**src/rtl/serial_adder.sv**
```systemverilog
// Bit-serial adder: one full-adder cell and a carry flop, LSB first, WIDTH cycles per operation.
// Optional subtract mode (a-b via ~b and carry-in 1) is enabled with `define SERIAL_ADDER_SUB_EN.
//   state  | meaning
//   IDLE   | waiting for start
//   RUN    | processing one bit per clock
//   DONE   | one-cycle result pulse, may accept a new start
module serial_adder #(
    parameter int WIDTH = 8
) (
    input  logic             i_clk,
    input  logic             i_rst,
    input  logic             i_start,
    input  logic [WIDTH-1:0] i_a,
    input  logic [WIDTH-1:0] i_b,
    input  logic             i_cin,
`ifdef SERIAL_ADDER_SUB_EN
    input  logic             i_sub,
`endif
    output logic             o_busy,
    output logic             o_done,
    output logic [WIDTH-1:0] o_s,
    output logic             o_cout,
    output logic             o_ovf
);

    localparam int CW = $clog2(WIDTH + 1);
    localparam logic [CW-1:0] LAST_BIT = CW'(WIDTH - 1);

    localparam logic [1:0] S_IDLE = 2'd0;
    localparam logic [1:0] S_RUN  = 2'd1;
    localparam logic [1:0] S_DONE = 2'd2;

    logic [1:0]       r_state;
    logic [WIDTH-1:0] r_a;
    logic [WIDTH-1:0] r_b;
    logic             r_carry;
    logic [WIDTH-1:0] r_psum;
    logic [CW-1:0]    r_cnt;
    logic [WIDTH-1:0] r_s;
    logic             r_cout;
    logic             r_ovf;

    logic             w_sum;
    logic             w_carry_nx;
    logic [WIDTH:0]   w_psum_ext;
    logic [WIDTH-1:0] w_psum_nx;
    logic [WIDTH-1:0] w_b_load;
    logic             w_cin_load;

`ifdef SERIAL_ADDER_SUB_EN
    assign w_b_load   = i_sub ? ~i_b : i_b;
    assign w_cin_load = i_sub ? 1'b1 : i_cin;
`else
    assign w_b_load   = i_b;
    assign w_cin_load = i_cin;
`endif

    assign w_sum      = r_a[0] ^ r_b[0] ^ r_carry;
    assign w_carry_nx = (r_a[0] & r_b[0]) | (r_carry & (r_a[0] ^ r_b[0]));
    // Widened shift keeps the sum-bit insertion legal for WIDTH=1.
    assign w_psum_ext = {w_sum, r_psum} >> 1;
    assign w_psum_nx  = w_psum_ext[WIDTH-1:0];

    always_ff @(posedge i_clk) begin
        if (i_rst) begin
            r_state <= S_IDLE;
            r_a     <= '0;
            r_b     <= '0;
            r_carry <= 1'b0;
            r_psum  <= '0;
            r_cnt   <= '0;
            r_s     <= '0;
            r_cout  <= 1'b0;
            r_ovf   <= 1'b0;
        end else begin
            case (r_state)
                S_IDLE, S_DONE: begin
                    if (i_start) begin
                        r_a     <= i_a;
                        r_b     <= w_b_load;
                        r_carry <= w_cin_load;
                        r_cnt   <= '0;
                        r_state <= S_RUN;
                    end else begin
                        r_state <= S_IDLE;
                    end
                end
                S_RUN: begin
                    r_psum  <= w_psum_nx;
                    r_a     <= r_a >> 1;
                    r_b     <= r_b >> 1;
                    r_carry <= w_carry_nx;
                    r_cnt   <= r_cnt + CW'(1);
                    if (r_cnt == LAST_BIT) begin
                        // r_carry here is the carry into the MSB.
                        r_s     <= w_psum_nx;
                        r_cout  <= w_carry_nx;
                        r_ovf   <= r_carry ^ w_carry_nx;
                        r_state <= S_DONE;
                    end
                end
                default: r_state <= S_IDLE;
            endcase
        end
    end

    assign o_busy = (r_state == S_RUN);
    assign o_done = (r_state == S_DONE);
    assign o_s    = r_s;
    assign o_cout = r_cout;
    assign o_ovf  = r_ovf;

endmodule

```
**config.mk**
```make
export PLATFORM = sky130hd
export DESIGN_NAME = serial_adder
export DESIGN_NICKNAME = d
export VERILOG_FILES = /design/src/rtl/serial_adder.sv
export SDC_FILE = /design/constraint.sdc
export NUM_CORES = 1
export LEC_CHECK = 0
export CORE_ASPECT_RATIO = 0.5
export CORE_UTILIZATION = 45
export CTS_CLUSTER_DIAMETER = 120
export CTS_CLUSTER_SIZE = 20
export DETAILED_ROUTE_END_ITERATION = 12
export PLACE_DENSITY = 0.7
export SYNTH_ARGS = -nofsm -noshare
export SYNTH_HDL_FRONTEND = slang
export SYNTH_SLANG_ARGS = --single-unit
```
**constraint.sdc**
```tcl
create_clock -name i_clk -period 1.4 [get_ports i_clk]
set_input_delay 0.42 -clock i_clk [delete_from_list [all_inputs] [get_ports i_clk]]
set_output_delay 0.42 -clock i_clk [all_outputs]
set_load 0.01 [all_outputs]
```
# Word-level counts from Yosys, hierarchy flattened
# Index checks and enable logic that the tools add are counted.
[totals]
register_bits = 41
input_bits = 20
wordCells = 37
[classes]
add_sub_neg = 1
eq_ne = 5
n_mux = 11
bitwise_logic = 6
n_reduce_logical = 5
[op_table]
columns = ["operator", "count"]
rows = [
  ["8-bit one-hot mux with 2 select lines", 2],
  ["8-bit two-way mux", 2],
  ["4-bit one-hot mux with 2 select lines", 1],
  ["4-bit by 1-bit adder with 4-bit output (second input constant)", 1],
  ["4-bit by 3-bit == test with 1-bit output (second input constant)", 1],
  ["4-bit two-way mux", 1],
  ["2-bit one-hot mux with 2 select lines", 1],
  ["2-bit AND reduction", 2],
  ["1-bit XOR", 3],
  ["1-bit AND", 2],
  ["2-bit by 1-bit == test with 1-bit output (second input constant)", 1],
  ["2-bit == test (second input constant)", 1],
  ["2-bit logical NOT", 1],
  ["1-bit two-way mux", 2],
  ["2-bit two-way mux", 1],
  ["2-bit by 1-bit != test with 1-bit output (second input constant)", 1],
  ["2-bit != test (second input constant)", 1],
  ["1-bit one-hot mux with 2 select lines", 1],
  ["2-bit nonzero test", 1],
  ["2-bit OR reduction", 1],
  ["1-bit bitwise OR", 1],
]

# Depth between registers and ports, before layout
# Gate-level depths: netlist (run 1).
[logic_depth]
depth_word = 4
depth_mapped = 6
mapped_depth_nobuf = 4

# Least setup slack after synthesis (run 1)
# No wires, ideal clock.
[synth_path]
kind = "register to output"
start = "register r_state[1]"
end = "output o_busy"
t_arrival_ns = 0.817
required_time_ns = 0.980
slack_ns = 0.163
stages_incl_launch_ff = 5
n_path_buf = 2
path_cell_list = "dfxtp_1 > nand2b_1 > inv_1 > buf_4 > buf_4"
[synth_between]
elab_chain_cells = 1
[synth_rtl]
columns = ["element", "line", "rtl"]
rows = [
  ["start, declared", "33", "logic [1:0] r_state;"],
  ["start signal, assigned", "66", "r_state <= S_IDLE;"],
  ["start signal, assigned", "83", "r_state <= S_RUN;"],
  ["start signal, assigned", "85", "r_state <= S_IDLE;"],
  ["2-bit by 1-bit == test with 1-bit output", "107", "assign o_busy = (r_state == S_RUN);"],
  ["end, declared", "19", "output logic o_busy,"],
]
# Every way passes these cells.

# Final worst setup path (run 1)
# Ends and elaborated chain as after synthesis.

==> impl_metrics.py, run 1 <==
metrics = {
    "logic_synthesis": {
        "syn_area_per_cell_sq_um": 8.77,
        "synth_area_sq_um": 1620,
        "seq_area_frac_synth": 0.493,
        "synth_seq_cells": 40,
        "yosysTopAreaCell": "dfxtp_1",
        "syn_nets": 207,
        "synth_area_leaders": "dfxtp_1 (49%), a21oi_1 (12%), nand3_1 (8.6%), a22oi_1 (6.9%), nand2_1 (3.9%)",
        "netlist.area_leader.share": 0.493,
        "synth.distinct_cells": 27,
        "synth_cells": 185,
        "yosysWarnings": 0,
    },
    "die": {
        "die_area_sq_um": 3870,
        "start_util": 0.506,
        "core_area_sq_um": 3210,
        "ios": 32,
        "die-width_microns": 86.9,
        "die_y_microns": 44.5,
        "fp-row-count": 14,
    },
    "global_route": {
        "grt_use_met1": 0.221,
        "met2_usage": 0.324,
        "gr-total-overflow": 0,
        "grt_pass1_vias": 1277,
        "grt_usage": 0.186,
        "grt_pass1_wl_microns": 5490,
        "busiest_layer": "met2",
        "grt_max_degree": 39,
        "antenna_found_initial": 0,
        "grtUsageMet3": 0.0597,
    },
    "drt": {
        "drt-vias-per-instance": 5.42,
        "drt_iter0_drc": 49,
        "wl_microns": 3390,
        "drc": 0,
        "drtPass1Iterations": 4,
        "ant_nets": 0,
        "vias": 1443,
        "wl_per_cell_microns": 12.8,
    },
    "final_layout": {
        "nets": 239,
        "antenna_cells": 0,
        "fill_cells": 295,
        "syn_to_final_growth_pct": 28.4,
        "regArea_sq_um": 802,
        "final_common_cell": "dfxtp_1",
        "multi_input_area_sq_um": 729,
        "final_layout_size_suffix_gt1_frac": 0.124,
        "final_cell_mix": "dfxtp_1 (39), a21oi_1 (38), nand3_1 (28), clkdlybuf4s50_1 (19), nand2_1 (17)",
    },
    "sta": {
        "period_needed_ns": 1.36,
        "whs_ns": 0.465,
        "finalHoldViolations": 0,
        "max_freq_mhz": 738,
        "finalSetupTns_ns": 0,
        "skew_ns": 0.00313,
        "max_slew_margin": 0.816,
        "finalCritPeriodShare": 0.968,
        "worst_pin_slew_ns": 0.276,
        "setup_viol": 0,
        "final_max_slew_viol_count": 0,
        "grt_setup_unrepaired": "no",
    },
    "run": {
        "max-cap-violations": 0,
    },
    "setup_path": {
        "path_buf_inv": 2,
        "reg2reg_from": "r_state[1]$_SDFFE_PP0P_",
        "max_stage_delay_ns": 0.32,
        "worstPathCellList": "nand2b_4 > inv_2 > buf_2",
        "worst_path_dominant_cell_family": "flip-flops",
        "cp-startpoint": "r_state[1]$_SDFFE_PP0P_",
        "setup.worst_path.end_class": "output port",
        "critPathMaxFanout": 2,
        "startpoint_type": "flop",
        "crit_path_top_delay_cell": "dfxtp_1",
        "cp.required_ns": 0.98,
        "critPathKind": "flop to output port",
        "worstPathArrival_ns": 0.94,
    },
    "clock_tree": {
        "h-tree-depth": 2,
        "clock_latency_ns": 0.28,
        "clk_pin_slew_ns": 0.07,
        "cts_num_sinks": 40,
        "clk_path_buf_depth": 2,
        "cts_buffers": 5,
        "cts_tree": "done",
        "cts_root_buf": "clkbuf_8",
    },
    "power_and_ir_drop": {
        "p_per_area_nw_per_um2": 1080,
        "peakVddDrop_mv": 0.474,
        "leakagePower_uw": 0.000785,
    },
    "placement": {
        "port_buffers": 31,
        "place.gp.congestion": 0.696,
        "dpl.hpwl_microns": 2120,
    },
    "run_status": {
        "status": "finished, final reports clean",
    },
    "worst_hold_path": {
        "holdCritPathClass": "flop to flop",
        "hp-start": "r_psum[1]$_SDFFE_PP0P_",
    },
}
==> worst paths after layout <==
path / cells after the start / end / slack [ns]
max: 3 / o_busy / 0.04
min: 2 / r_psum[1]$_SDFFE_PP0P_ / 0.46
max reg2reg: 4 / r_cnt[2]$_SDFFE_PP0P_ / 0.05
min reg2reg: 2 / r_psum[1]$_SDFFE_PP0P_ / 0.46
==> through the flow <==
stage	cell area, sq um	utilization	power, uW	setup slack (ns)	cells
floorplan	1620	-	1400	0.163	185
global placement	1990	0.621	1500	-0.246	258
detailed placement	1990	0.621	1510	-0.281	258
CTS	2070	0.644	2270	-0.0218	266
global route	2080	0.650	2360	0.00860	266
finish	2080	0.650	2260	0.0443	266
==> cell usage after synthesis, drive strengths merged <==
library cell  number
dfxtp             40
a311oi             1
xnor2              1
nand4              1
buf               15
nor3               1
a211oi             1
a21oi             38
nand3b             1
mux2               2
inv                1
ha                 1
o21ai              9
fa                 1
and3b              1
nand3             28
nor2               2
nand2             17
nor3b              1
a22oi             15
clkbuf             3
nand2b             3
nor2b              2
==> where the power goes <==
| part | internal (uW) | switching (uW) |
|---|---|---|
| Sequential | 1180 | 27.6 |
| Combinational | 135 | 147 |
| Clock | 402 | 366 |
==> state kept, by name, summed over array words and instances, names as in the netlist <==
signal / count
o_s: 8
r_a: 8
r_b: 8
r_psum: 7
r_cnt: 4
r_state: 2
o_cout: 1
o_ovf: 1
r_carry: 1
==> logic make-up (layout without fill, tap and decap cells) <==
family / Yosys count / after routing / share of synthesized area
AO/OA/AOI/OAI: 64 / 64 / 0.227
XOR/XNOR: 1 / 1 / 0.00540
adder cells (fa/ha/maj): 2 / 2 / 0.0200
buffers and inverters: 19 / 52 / 0.0663
flip-flops: 40 / 40 / 0.493
multiplexers: 2 / 2 / 0.0162
AND/OR/NAND/NOR: 57 / 57 / 0.171
==> metal layers <==
layer	routed length (microns)	vias to the layer above
met5	0	-
li1	-	722
met1	1530	676
met4	52	0
met3	184	6
met2	1630	39
==> area by class of cell <==
class / count / area share
Clock buffer: 8 / 0.0432
Timing Repair Buffer: 43 / 0.191
Multi-Input combinational cell: 126 / 0.350
Sequential cell: 40 / 0.385
Tap cell: 48 / 0.0288
Inverter: 1 / 0.00180
==> worst min-delay path, cell delays in order (launching register included) <==
cell     delay, ns
dfxtp_1       0.31
nand2_1       0.05
a21oi_1       0.05
==> what timing repair did <==
action,4_1_cts,5_1_grt
setup endpoints to repair,16,10
buffers inserted,0,0
hold buffers,0,0
endpoints found under the hold margin,0,0
resized for setup,20,5
No activity file was read; power rests on OpenSTA's default activity.
==> run 2, diff against run 1 <==
CTS_CLUSTER_SIZE = not set   (was 20)
SLEW_MARGIN = 20   (was not set)
==> results of run 2 <==
Same layout as run 1: the final DEF is identical, and so are final timing and power.
